File: src/rtl/pc_fetch_unit.sv
// pc_fetch_unit: instruction-fetch stage owning the PC, halt state and retired-instruction count
module pc_fetch_unit #(
  parameter logic [31:0] PC0   = 32'h00000000,
  parameter int          CNT_W = 32
) (
  input  logic             CLK,
  input  logic             nRST,
  input  logic             ihit,
  input  logic [31:0]      iload,
  input  logic             pcEn,
  input  logic [1:0]       pcSel,
  input  logic [31:0]      ext32,
  input  logic [25:0]      immJ26,
  input  logic [31:0]      rdat1,
  input  logic             halt,
  output logic             imemREN,
  output logic [31:0]      imemaddr,
  output logic [31:0]      ins,
  output logic [31:0]      pc,
  output logic [31:0]      npc,
  output logic             halted,
  output logic             misalign,
  output logic [CNT_W-1:0] icount
);
  typedef enum logic {RUN, HALTED} state_t;
  state_t           state_q, state_d;
  logic [31:0]      pc_q, pc_d, ins_q, ins_d, target;
  logic             misalign_q, misalign_d, run, upd, go_halt;
  logic [CNT_W-1:0] icount_q, icount_d;
  assign run      = state_q == RUN;
  assign upd      = run && pcEn && ihit && !halt;
  assign go_halt  = run && halt && ihit;
  assign npc      = pc_q + 32'd4;
  assign pc       = pc_q;
  assign imemaddr = pc_q;
  assign imemREN  = run;
  assign halted   = state_q == HALTED;
  assign misalign = misalign_q;
  assign icount   = icount_q;
  assign ins      = ihit ? iload : ins_q;
  // next-state: halt beats a PC update; HALTED only leaves through reset
  always_comb begin
    target     = pcSel == 2'd0 ? npc :
                 pcSel == 2'd1 ? npc + (ext32 << 2) :
                 pcSel == 2'd2 ? {npc[31:28], immJ26, 2'b00} : {rdat1[31:2], 2'b00};
    state_d    = go_halt ? HALTED : state_q;
    pc_d       = upd ? target : pc_q;
    ins_d      = run && ihit ? iload : ins_q;
    misalign_d = misalign_q | (upd && pcSel == 2'd3 && |rdat1[1:0]);
    icount_d   = icount_q + CNT_W'(upd | go_halt);
  end
  // state registers with asynchronous active-low reset
  always_ff @(posedge CLK or negedge nRST) begin
    if (!nRST) begin
      state_q    <= RUN;
      pc_q       <= PC0;
      ins_q      <= '0;
      misalign_q <= 1'b0;
      icount_q   <= '0;
    end else begin
      state_q    <= state_d;
      pc_q       <= pc_d;
      ins_q      <= ins_d;
      misalign_q <= misalign_d;
      icount_q   <= icount_d;
    end
  end
endmodule

File: config.mk
export PLATFORM = sky130hd
export DESIGN_NAME = pc_fetch_unit
export DESIGN_NICKNAME = d
export VERILOG_FILES = /design/src/rtl/pc_fetch_unit.sv
export SDC_FILE = /design/constraint.sdc
export NUM_CORES = 1
export LEC_CHECK = 0
export CAP_MARGIN = 25
export CORE_MARGIN = 2
export CORE_UTILIZATION = 58
export DETAILED_ROUTE_END_ITERATION = 8
export DONT_BUFFER_PORTS = 1
export PLACE_DENSITY = 0.74
export SLEW_MARGIN = 20
export SYNTH_ARGS = -nofsm -noshare
export SYNTH_HDL_FRONTEND = slang
export SYNTH_SLANG_ARGS = --single-unit
File: constraint.sdc
create_clock -name CLK -period 4.3 [get_ports CLK]
set_input_delay 0.86 -clock CLK [delete_from_list [all_inputs] [get_ports CLK]]
set_output_delay 0.86 -clock CLK [all_outputs]
set_load 0.005 [all_outputs]
=== Word level (Yosys, flattened, before mapping) ===
Index checks and enable logic that the tools add are counted.

* Register bits after elaboration: 98
* Bits of input ports: 129
* Output and inout port bits: 163
* Logic and storage cells: 29

* Add/sub/neg operators: 3
* Equal/unequal tests: 3
* Mux-type cells: 4
* Bitwise operators: 3
* Reductions and logical operators: 11

{| class="wikitable"
|+ Operators with widths
! operator !! count
|-
| 32-bit two-way mux || 4
|-
| 32-bit by 1-bit adder with 32-bit output || 1
|-
| 32-bit by 3-bit adder with 32-bit output, second input constant || 1
|-
| 32-bit adder || 1
|-
| 1-bit logical AND || 8
|-
| 2-bit equality test, second input constant || 2
|-
| 2-bit by 1-bit equality test with 1-bit output, second input constant || 1
|-
| 2-bit zero test || 1
|-
| 1-bit OR || 2
|-
| 2-bit OR reduction || 1
|-
| 1-bit zero test || 1
|-
| 1-bit NOT || 1
|}

=== Longest topological paths before layout ===
Gate-level depths: netlist (run 1).

* Depth after elaboration: 7
* Depth in mapped cells: 18
* Mapped depth without buffers: 16

=== Worst setup path before layout (run 1) ===
OpenSTA, ideal clock, no wires.

* Kind: register -> register
* Start point: register pc_q[2] (netlist: imemaddr[2])
* End point: register pc_q[21] (netlist: imemaddr[21])
* Setup time: 0.125 ns
* Arrival: 3.679 ns
* Data required time: 4.175 ns
* Setup slack: 0.496 ns
* Cell stages (with the launch flop): 18
* Buffers on the path: 1
* Period minus slack after synthesis: 3.804 ns
* Cell sequence: dfrtp_1 -> ha_1 -> nand2_1 -> nor3_1 -> nor2b_1 -> and3_1 -> xor2_1 -> ha_1 -> clkbuf_1 -> and2_1 -> o21ai_0 -> a21bo_1 -> nor2_1 -> nand2_1 -> a211oi_1 -> nor2_1 -> mux4_2 -> mux2_2

* Word-level cells in the longest chain between the ends: 4

{| class="wikitable"
|+ Ends and longest elaborated chain
! what !! RTL line !! RTL
|-
| start, declared || 27 || <nowiki>logic [31:0] pc_q, pc_d, ins_q, ins_d, target;</nowiki>
|-
| start signal, assigned || 62 || <nowiki>pc_q <= pc_d;</nowiki>
|-
| 32-bit by 3-bit adder with 32-bit output || 33 || <nowiki>assign npc = pc_q + 32'd4;</nowiki>
|-
| named net npc[18] || 20 || <nowiki>output logic [31:0] npc,</nowiki>
|-
| 32-bit adder || 44 || <nowiki>pcSel == 2'd1 ? npc + (ext32 << 2) :</nowiki>
|-
| 32-bit two-way mux || 44 ||
|-
| 32-bit two-way mux || 43 || <nowiki>target = pcSel == 2'd0 ? npc :</nowiki>
|}

The timed path passes the listed nets, and every way through them passes these cells.
A chain may end at the register's enable or synchronous reset.

=== Final worst setup path (run 1) ===
* Start point: register pc_q[4] (netlist: imemaddr[4])
* End point: register pc_q[31] (netlist: imemaddr[31])

* Word-level cells in the longest chain between the ends: 4
* Elaborated cells between the ends (all ways): 5
* Those cells by class: add/sub: 2; mux: 3

{| class="wikitable"
|+ Ends and longest elaborated chain
! what !! RTL line
|-
| 32-bit by 3-bit adder with 32-bit output (*) || 33
|-
| 32-bit adder / 32-bit two-way mux (equally long branches) || 44, 45
|-
| 32-bit two-way mux || 44
|-
| 32-bit two-way mux (*) || 43
|}

Mark *: on every way between the ends. The rest lies on a longest branch, timed or not.

==> results of run 1 <==
[registers in the layout (all words and copies together), names as in the netlist]
name	flops
icount	32
ins_q	32
imemaddr	30
halted	1
misalign	1
[synthesized netlist by cell type, drive strengths merged, types with 2 or more instances]
cell type,number
a2111oi,2
a211o,2
a211oi,5
a21boi,4
a21o,14
a21oi,39
a311oi,2
a31oi,5
a32oi,3
and2,2
and3,18
and4,3
buf,44
clkbuf,22
dfrtp,96
ha,38
inv,9
mux2,66
mux2i,10
mux4,15
nand2,100
nand2b,3
nand3,38
nand3b,2
nand4,9
nand4b,2
nor2,40
nor2b,5
nor3,15
o211ai,6
o21a,7
o21ai,37
o221ai,6
o22ai,2
o31ai,2
or3,3
xnor2,50
xor2,27
[cell usage in the layout, fill, tap and decap left out, drive strengths merged, types with 5 or more instances in the layout]
| cell | netlist | layout |
|---|---|---|
| mux4 | 15 | 15 |
| a31oi | 5 | 5 |
| buf | 44 | 17 |
| a211oi | 5 | 5 |
| and3 | 18 | 18 |
| clkbuf | 22 | 10 |
| o221ai | 6 | 6 |
| nor2 | 40 | 40 |
| inv | 9 | 12 |
| o21a | 7 | 7 |
| a21oi | 39 | 39 |
| nand3 | 38 | 38 |
| mux2 | 66 | 66 |
| xor2 | 27 | 27 |
| conb | 1 | 6 |
| xnor2 | 50 | 50 |
| nand4 | 9 | 9 |
| nand2 | 100 | 100 |
| o211ai | 6 | 6 |
| ha | 38 | 38 |
| nor3 | 15 | 15 |
| nor2b | 5 | 5 |
| dfrtp | 96 | 96 |
| a21o | 14 | 14 |
| o21ai | 37 | 37 |
| mux2i | 10 | 10 |
[layer usage]
layer,vias up,GRT usage (%)
li1,2667,-
met1,2785,34.1
met2,302,47.1
met3,32,6.96
met4,0,10.2
met5,-,0
[where the power goes]
group | leakage, nW | total, mW | internal (mW) | switching [mW]
logic | 2.11 | 0.302 | 0.148 | 0.154
registers | 1.28 | 0.952 | 0.926 | 0.0252
clock network | 0.144 | 0.775 | 0.416 | 0.359
[worst min path at each step]
stage                     slack (ns)  depth (start not counted)                        to          startpoint
after global routing            0.20                          0      icount[15]$_DFF_PN0_                nRST
after global placement          0.47                          1        misalign$_DFF_PN0_  misalign$_DFF_PN0_
final                           0.21                          0      icount[16]$_DFF_PN0_                nRST
after floorplan                 0.45                          1        misalign$_DFF_PN0_  misalign$_DFF_PN0_
after detailed placement        0.49                          1        misalign$_DFF_PN0_  misalign$_DFF_PN0_
after CTS                       0.20                          0  imemaddr[12]$_DFFE_PN0P_                nRST
[cell families after synthesis]
group | Yosys count
simple gates | 243
compound gates | 144
flops | 96
mux | 91
xor+xnor | 77
buf+inv | 75
fa+ha+maj | 39
other cells | 1
[area by class of cell]
| cell class | count | area, sq um |
|---|---|---|
| timing repair buffer | 17 | 128 |
| fill | 1017 | 4530 |
| clock inverter | 6 | 48.8 |
| tap | 168 | 210 |
| sequential | 96 | 2400 |
| multi-input combinational | 600 | 4520 |
| inverter | 9 | 33.8 |
| clock buffer | 10 | 239 |
[critical path, cell delays in order (launching register included)]
cell      delay, ns
dfrtp_1        0.53
nand2_1        0.16
nor3_2         0.29
nor2b_2        0.29
and3_1         0.32
nand3_1        0.16
xnor2_2        0.24
ha_1           0.38
a21o_1         0.22
a21o_1         0.17
a21oi_1        0.13
o21ai_0        0.09
a221oi_1       0.27
a21boi_0       0.23
o21a_1         0.23
o31ai_2        0.20
==> results.json, run 1 <==
{
  "post-place-ws_ns": 0.169,
  "postSynth.asyncResetShare_pct": 100,
  "simple_gate_area_share_of_the_yosys_netlist_pct": 16.0,
  "instances_no_fill": 906,
  "std_cell_rows": 40,
  "rd_place_congestion": 0.931,
  "synth-seq-cells": 96,
  "grt_pass1_wl_microns": 29300,
  "post-synth-top-area-cell": "dfrtp_1",
  "grt_start_max_net_pins": 97,
  "p_total_mw": 2.03,
  "period_needed_ns": 4.03,
  "numCtsBuffers": 9,
  "clkLatencyLatePin_ns": 0.34,
  "layout_setup_ws_ns": 0.273,
  "detailroute.via_count": 5786,
  "setup_viol_count_final": 0,
  "cp_max_fo": 9,
  "io_pins": 292,
  "clkTransAtPathRegs_ns": 0.07,
  "number_of_remaining_drc_errors": 0,
  "overflow": 0,
  "synth-main-ff-cell": "dfrtp_1",
  "timing.slew.headroom_pct": 55.2,
  "final_max_slew_viol_count": 0,
  "die-area_sq_um": 13500,
  "worstReg2RegStart": "imemaddr[4]$_DFFE_PN0P_",
  "worstSetupStartpointType": "flop",
  "detailed_router_s_first_iteration_violation_count": 447,
  "cts_setup_buffers": 0,
  "floorplan.die.height_microns": 116,
  "r2r-end": "imemaddr[31]$_DFFE_PN0P_",
  "cts_root_buffer": "clkbuf_16",
  "die_width_microns": 116,
  "drt.antenna.violating_nets": 0,
  "hold-worst-slack_ns": 0.213,
  "synth_top_family_by_area": "multiplexers",
  "share_of_post_route_cells_with_drive_strength_above_1_pct": 18.6,
  "worstHoldPathType": "in2async",
  "netlist.area_leader.share_pct": 33.0,
  "drtPass1Iterations": 5,
  "pwr_density_cell_nw_per_um2": 268,
  "final.setup_skew_ns": 0.0120,
  "htree_levels": 3,
  "fmax_mhz": 248,
  "synth.cell_area_sq_um": 7280,
  "first_global_vias": 5663,
  "complex_gate_fraction_of_the_synthesized_area_pct": 12.7,
  "ctsResizeCount": 0,
  "run_status": "finished, final reports clean",
  "xor_xnor_portion_of_the_synthesized_cell_area_pct": 9.37,
  "crit_path_end_kind": "flop",
  "met3_wirelength_microns": 1890,
  "utilization_pct": 62.6,
  "routed_wire_length_per_instance_microns": 21.2,
  "core_region_area_sq_um": 12100,
  "m1WireLength_microns": 7710,
  "place.detailed.hpwl_microns": 14600,
  "input_output_buffers": 0,
  "cts_hold_repair.buffers": 0,
  "criticalPathCategory": "reg2reg",
  "synth.avg_cell_area_sq_um": 9.50,
  "period_share_pct": 93.7,
  "route.detailed.vias_per_inst": 6.39,
  "wl_microns": 19200,
  "critical_path.startpoint": "imemaddr[4]$_DFFE_PN0P_",
  "synth_warnings": 0,
  "detailed_place.area_sq_um": 7240,
  "synth_enable_flop_cells": 0,
  "highest-signal-layer": "met4",
  "stdcell_area_sq_um": 7580,
  "vdd.ir_drop.worst_mv": 0.179,
  "antenna_found_initial": 0,
  "cp-endpoint": "imemaddr[31]$_DFFE_PN0P_",
  "met2RoutedLength_microns": 9220,
  "timing.final.hold_violations": 0,
  "cp_data_arrival_time_ns": 4.27,
  "synth-seq-area-share_pct": 33.0,
  "rrSetupSlack_ns": 0.27,
  "r2r.worst_path.cells": 15,
  "clock_tree_from_tritoncts": "done",
  "power.static_leakage_nw": 3.54,
  "synthTopCellsByArea": "dfrtp_1, mux2_2, ha_1, xnor2_1, nand2_1",
  "timing_worst_slew_pin_value_ns": 0.669,
  "timing.max_cap.violations": 0,
  "synthMuxAreaShare_pct": 16.2,
  "final_net_count": 901,
  "synthToLayoutAreaGrowth_pct": 4.16,
  "clock_tree.buffer_depth": 2,
  "syn_inst": 766,
  "global_route.usage.total_pct": 27.7,
  "post_synth_fa_ha_maj_area_fraction_pct": 6.81,
  "initial_core_utilization_pct": 60.1,
  "fin_setup_tns_ns": 0,
  "place_inst": 890,
  "diodes": 0,
  "synth_unique_cells": 64,
  "rsz0062_at_grt": "yes",
  "timing.critical_path.required_ns": 4.54,
  "cts.sink_count": 96
}
(Power assumes the default switching activity.)
==> run 2, diff against run 1 <==
- MAX_ROUTING_LAYER: not set -> met4
- SLEW_MARGIN: 20 -> 5
==> results.json, run 2 (same netlist as run 1, synthesis figures left out) <==
{
  "run_status": "finished, final reports clean",
  "crit_path_end_kind": "flop",
  "critical-path-top-delay-family": "compound AO/OA/AOI/OAI gates",
  "detailed_place.area_sq_um": 7240,
  "final_net_count": 900,
  "cts_hold_repair.buffers": 0,
  "net_switching_component_of_the_power_mw": 0.524,
  "share_clk_of_total_power_pct": 39.5,
  "global_route.usage.total_pct": 28.9,
  "p_comb_share_pct": 14.5,
  "io_pins": 292,
  "power.static_leakage_nw": 3.52,
  "layout.cells.most_common": "nand2_1",
  "std_cell_rows": 40,
  "timing_worst_slew_pin_value_ns": 0.788,
  "cts_setup_buffers": 0,
  "input_output_buffers": 0,
  "period_needed_ns": 4.03,
  "clock_tree_from_tritoncts": "done",
  "utilization_pct": 62.6,
  "stdcell_area_sq_um": 7580,
  "p_total_mw": 2.07,
  "first_global_vias": 5735,
  "timing.slew.headroom_pct": 47.4,
  "place.detailed.hpwl_microns": 14600,
  "seq_area_sq_um": 2400,
  "detailroute.via_count": 5810,
  "core_region_area_sq_um": 12100,
  "period_share_pct": 93.8,
  "initial_core_utilization_pct": 60.1,
  "numCtsBuffers": 9,
  "multi_input_area_sq_um": 4510,
  "criticalPathCategory": "reg2reg",
  "worstPathBufferInverterCount": 0,
  "number_of_remaining_drc_errors": 0,
  "worstReg2RegStart": "imemaddr[2]$_DFFE_PN0P_",
  "clkLatencyLatePin_ns": 0.33,
  "share_of_post_route_cells_with_drive_strength_above_1_pct": 18.5,
  "leading_cell_types_in_the_layout_fill_and_taps_excluded": "nand2_1, dfrtp_1, mux2_2",
  "cts.sink_count": 96,
  "antenna_found_initial": 0,
  "switching_share_pct": 25.3,
  "internal_power_mw": 1.55,
  "diodes": 0,
  "wl_microns": 19300,
  "timing.critical_path.required_ns": 4.54,
  "worst_path_largest_cell_delay_ns": 0.40,
  "pwr_density_cell_nw_per_um2": 273,
  "clkTransAtPathRegs_ns": 0.07,
  "final.setup_skew_ns": 0.00854,
  "rd_place_congestion": 0.926,
  "die-area_sq_um": 13500,
  "timing.max_cap.violations": 0,
  "n_fill_cell": 1006,
  "grt_pass1_wl_microns": 29600,
  "route.detailed.vias_per_inst": 6.42,
  "crit_slowest_cell": "ha_1",
  "cp_data_arrival_time_ns": 4.27,
  "clock_tree.buffer_depth": 2,
  "drt.antenna.violating_nets": 0,
  "htree_levels": 3,
  "synthToLayoutAreaGrowth_pct": 4.23,
  "critical_path.startpoint": "imemaddr[2]$_DFFE_PN0P_",
  "worstSetupStartpointType": "flop",
  "detailed_router_s_first_iteration_violation_count": 490,
  "overflow": 0,
  "final_max_slew_viol_count": 0,
  "die_width_microns": 116,
  "cts_root_buffer": "clkbuf_16",
  "floorplan.die.height_microns": 116,
  "sequential_group_share_of_total_power_pct": 46.0,
  "routed_wire_length_per_instance_microns": 21.3,
  "grt_start_max_net_pins": 97,
  "cp_cell_sequence": "ha_1 > nand2_1 > nor3_2 > nor2b_2 > and3_2 > nand3_1 > xnor2_1 > ha_1 > a21o_1 > a21o_1 > a21oi_1 > o21ai_0 > a221oi_1 > a21boi_0 > o21a_1 > o31ai_2",
  "rsz0062_at_grt": "no",
  "cp_max_fo": 9,
  "drtPass1Iterations": 7,
  "worstHoldPathType": "in2async",
  "timing.final.hold_violations": 0,
  "fmax_mhz": 248,
  "vdd.ir_drop.worst_mv": 0.183,
  "fin_setup_tns_ns": 0,
  "setup_viol_count_final": 0
}
==> run 2: what timing repair did <==
item	in CTS	in global routing
gates resized for setup	0	10
endpoints found under the hold margin	0	0
setup endpoints to repair	0	8
==> run 2: layout make-up <==
type / instances / area share [%]
clock buffers: 11 / 3.20
clock inverters: 5 / 0.858
inverters: 9 / 0.445
multi-input cells: 600 / 59.4
flip-flops and latches: 96 / 31.7
well taps: 168 / 2.77
repair buffers: 16 / 1.58
==> run 2: power groups by stage <==
stage	clock network, mW	registers (mW)	logic, mW
finish	0.818	0.952	0.301
global route	0.883	0.955	0.327
CTS	0.834	0.952	0.296
detailed placement	0	0.969	0.294
global placement	0	0.967	0.287
floorplan	0	0.962	0.260
==> run 2: worst paths after layout <==
check                                      endpoint  slack, ns  cells past startpoint
min reg2reg                      misalign$_DFF_PN0_       0.49                      1
max                        imemaddr[31]$_DFFE_PN0P_       0.27                     16
min in group CLK                 misalign$_DFF_PN0_       0.49                      1
max reg2reg                imemaddr[31]$_DFFE_PN0P_       0.27                     16
min                            icount[10]$_DFF_PN0_       0.22                      0
max in group asynchronous  imemaddr[31]$_DFFE_PN0P_       3.96                      0
==> run 2: per-layer routing <==
layer	vias up	wire, microns	track usage (%)
met2	305	9300	46.5
li1	2659	-	-
met1	2806	7650	34.6
met5	-	0	-
met4	0	527	11.7
met3	40	1830	7.58
==> run 2: metrics by stage <==
step,std cells,hold slack [ns],setup slack (ns)
2_1_floorplan,771,0.451,0.496
3_3_place_gp,889,0.475,0.272
3_5_place_dp,889,0.478,0.188
4_1_cts,905,0.203,0.142
5_1_grt,905,0.197,0.0144
6_report,905,0.219,0.265
==> run 3, diff against run 2 <==
- CELL_PAD_IN_SITES_DETAIL_PLACEMENT: not set -> 2
- CELL_PAD_IN_SITES_GLOBAL_PLACEMENT: not set -> 2
- CORE_UTILIZATION: 58 -> 38
- PLACE_DENSITY: 0.74 -> not set
- PLACE_DENSITY_LB_ADDON: not set -> 0.1
==> results.json, run 3 (same netlist as run 1, synthesis figures left out) <==
{
  "run_status": "finished, final reports clean",
  "share_of_post_route_cells_with_drive_strength_above_1_pct": 20.3,
  "detailed_place.area_sq_um": 7430,
  "worstHoldPathType": "in2async",
  "period_needed_ns": 4.05,
  "cts_root_buffer": "clkbuf_16",
  "initial_core_utilization_pct": 38.8,
  "io_pins": 292,
  "synthToLayoutAreaGrowth_pct": 6.79,
  "p_comb_share_pct": 15.4,
  "p_total_mw": 2.08,
  "std_cell_rows": 50,
  "final.setup_skew_ns": 0.0138,
  "timing_worst_slew_pin_value_ns": 0.853,
  "internal_power_mw": 1.50,
  "critical_path.startpoint": "imemaddr[2]$_DFFE_PN0P_",
  "grt_start_max_net_pins": 97,
  "die_width_microns": 142,
  "worstReg2RegStart": "imemaddr[2]$_DFFE_PN0P_",
  "global_route.usage.total_pct": 24.8,
  "worstSetupStartpointType": "flop",
  "cp_cell_sequence": "ha_1 > nand2_1 > nor2_1 > nand3_1 > xnor2_1 > ha_1 > and4_1 > a21oi_1 > o21ai_0 > o211ai_2 > nand2_1 > a211oi_1 > nor2_1 > mux4_2 > mux2_2",
  "leading_cell_types_in_the_layout_fill_and_taps_excluded": "nand2_1, dfrtp_1, mux2_2",
  "route.detailed.vias_per_inst": 6.01,
  "drtPass1Iterations": 4,
  "fin_setup_tns_ns": 0,
  "overflow": 0,
  "floorplan.die.height_microns": 142,
  "wl_microns": 24600,
  "power.static_leakage_nw": 3.60,
  "worst_path_largest_cell_delay_ns": 0.46,
  "fmax_mhz": 247,
  "hold-worst-slack_ns": 0.204,
  "worstPathBufferInverterCount": 0,
  "drt.antenna.violating_nets": 0,
  "vdd.ir_drop.worst_mv": 0.148,
  "number_of_remaining_drc_errors": 0,
  "utilization_pct": 41.4,
  "timing.final.hold_violations": 0,
  "die-area_sq_um": 20300,
  "layout.cells.most_common": "nand2_1",
  "clock_tree.buffer_depth": 2,
  "stdcell_area_sq_um": 7770,
  "numCtsBuffers": 9,
  "cts_setup_buffers": 0,
  "clkLatencyLatePin_ns": 0.34,
  "rd_place_congestion": 0.917,
  "routed_wire_length_per_instance_microns": 24.9,
  "clkTransAtPathRegs_ns": 0.08,
  "crit_slowest_cell": "mux4_2",
  "share_clk_of_total_power_pct": 38.8,
  "cp_max_fo": 6,
  "switching_share_pct": 27.9,
  "criticalPathCategory": "reg2reg",
  "timing.slew.headroom_pct": 43.0,
  "cp_data_arrival_time_ns": 4.28,
  "final_max_slew_viol_count": 0,
  "diodes": 0,
  "input_output_buffers": 0,
  "clock_tree_from_tritoncts": "done",
  "cts.sink_count": 96,
  "critical-path-top-delay-family": "compound AO/OA/AOI/OAI gates",
  "crit_path_end_kind": "flop",
  "ctsResizeCount": 0,
  "rsz0062_at_grt": "yes",
  "place.detailed.hpwl_microns": 19100,
  "final_net_count": 915,
  "detailroute.via_count": 5930,
  "htree_levels": 3,
  "antenna_found_initial": 0,
  "period_share_pct": 94.2,
  "cts_hold_repair.buffers": 0,
  "first_global_vias": 6694,
  "detailed_router_s_first_iteration_violation_count": 192,
  "setup_viol_count_final": 0,
  "sequential_group_share_of_total_power_pct": 45.8,
  "grt_pass1_wl_microns": 38200,
  "pwr_density_cell_nw_per_um2": 267,
  "timing.critical_path.required_ns": 4.53,
  "timing.max_cap.violations": 0,
  "net_switching_component_of_the_power_mw": 0.579,
  "core_region_area_sq_um": 18800
}
[run 3: changes by cell type in the layout (fill, tap and decap cells not counted), sizes merged]
cell | before | now
inv | 10 | 13
buf | 16 | 31
clkinv | 3 | 1
clkinvlp | 0 | 1
clkbuf | 11 | 10
bufinv | 1 | 0
[run 3: final timing paths]
kind | to | slack [ns] | depth (start not counted)
hold / removal | icount[20]$_DFF_PN0_ | 0.20 | 0
setup / recovery | imemaddr[21]$_DFFE_PN0P_ | 0.25 | 15
setup reg to reg | imemaddr[21]$_DFFE_PN0P_ | 0.25 | 15
hold reg to reg | icount[31]$_DFF_PN0_ | 0.49 | 1
min in group CLK | icount[31]$_DFF_PN0_ | 0.49 | 1
max in group asynchronous | ins_q[2]$_DFFE_PN0P_ | 3.96 | 0
[run 3: per-stage QoR]
stage / std cells / worst slack, ns
after floorplan: 771 / 0.496
after global placement: 970 / 0.240
after detailed placement: 970 / 0.194
after CTS: 986 / 0.147
after global routing: 986 / -0.0518
final: 986 / 0.250
[run 3: cell type report]
| type | count | area [sq um] |
|---|---|---|
| Clock buffer | 10 | 239 |
| Clock inverter | 6 | 50.0 |
| Fill cell | 2013 | 11000 |
| Inverter | 9 | 33.8 |
| Multi-Input combinational cell | 600 | 4520 |
| Sequential cell | 96 | 2400 |
| Tap cell | 234 | 293 |
| Timing Repair Buffer | 31 | 233 |
[run 3: power by group through the flow]
stage               Clock (mW)  Combinational, mW  Sequential, mW
finish                   0.807              0.319           0.951
global placement             0              0.306           0.967
CTS                      0.835              0.320           0.952
floorplan                    0              0.260           0.962
global route             0.869              0.353           0.956
detailed placement           0              0.318           0.970
[run 3: worst register-to-register path: stages, from the launching register on]
cell and delay (ns):
dfrtp_1 0.36, ha_1 0.21, nand2_1 0.12, nor2_1 0.23
nand3_1 0.13, xnor2_1 0.34, ha_1 0.37, and4_1 0.27
a21oi_1 0.14, o21ai_0 0.23, o211ai_2 0.36, nand2_1 0.11
a211oi_1 0.26, nor2_1 0.06, mux4_2 0.46, mux2_2 0.28
[run 3: routing by layer]
| layer | up-vias | GRT usage (%) | routed length, microns |
|---|---|---|---|
| li1 | 2683 | - | - |
| met1 | 3035 | 28.5 | 9990 |
| met2 | 190 | 43.9 | 12700 |
| met3 | 22 | 6.12 | 1640 |
| met4 | 0 | 5.37 | 282 |
| met5 | - | - | 0 |
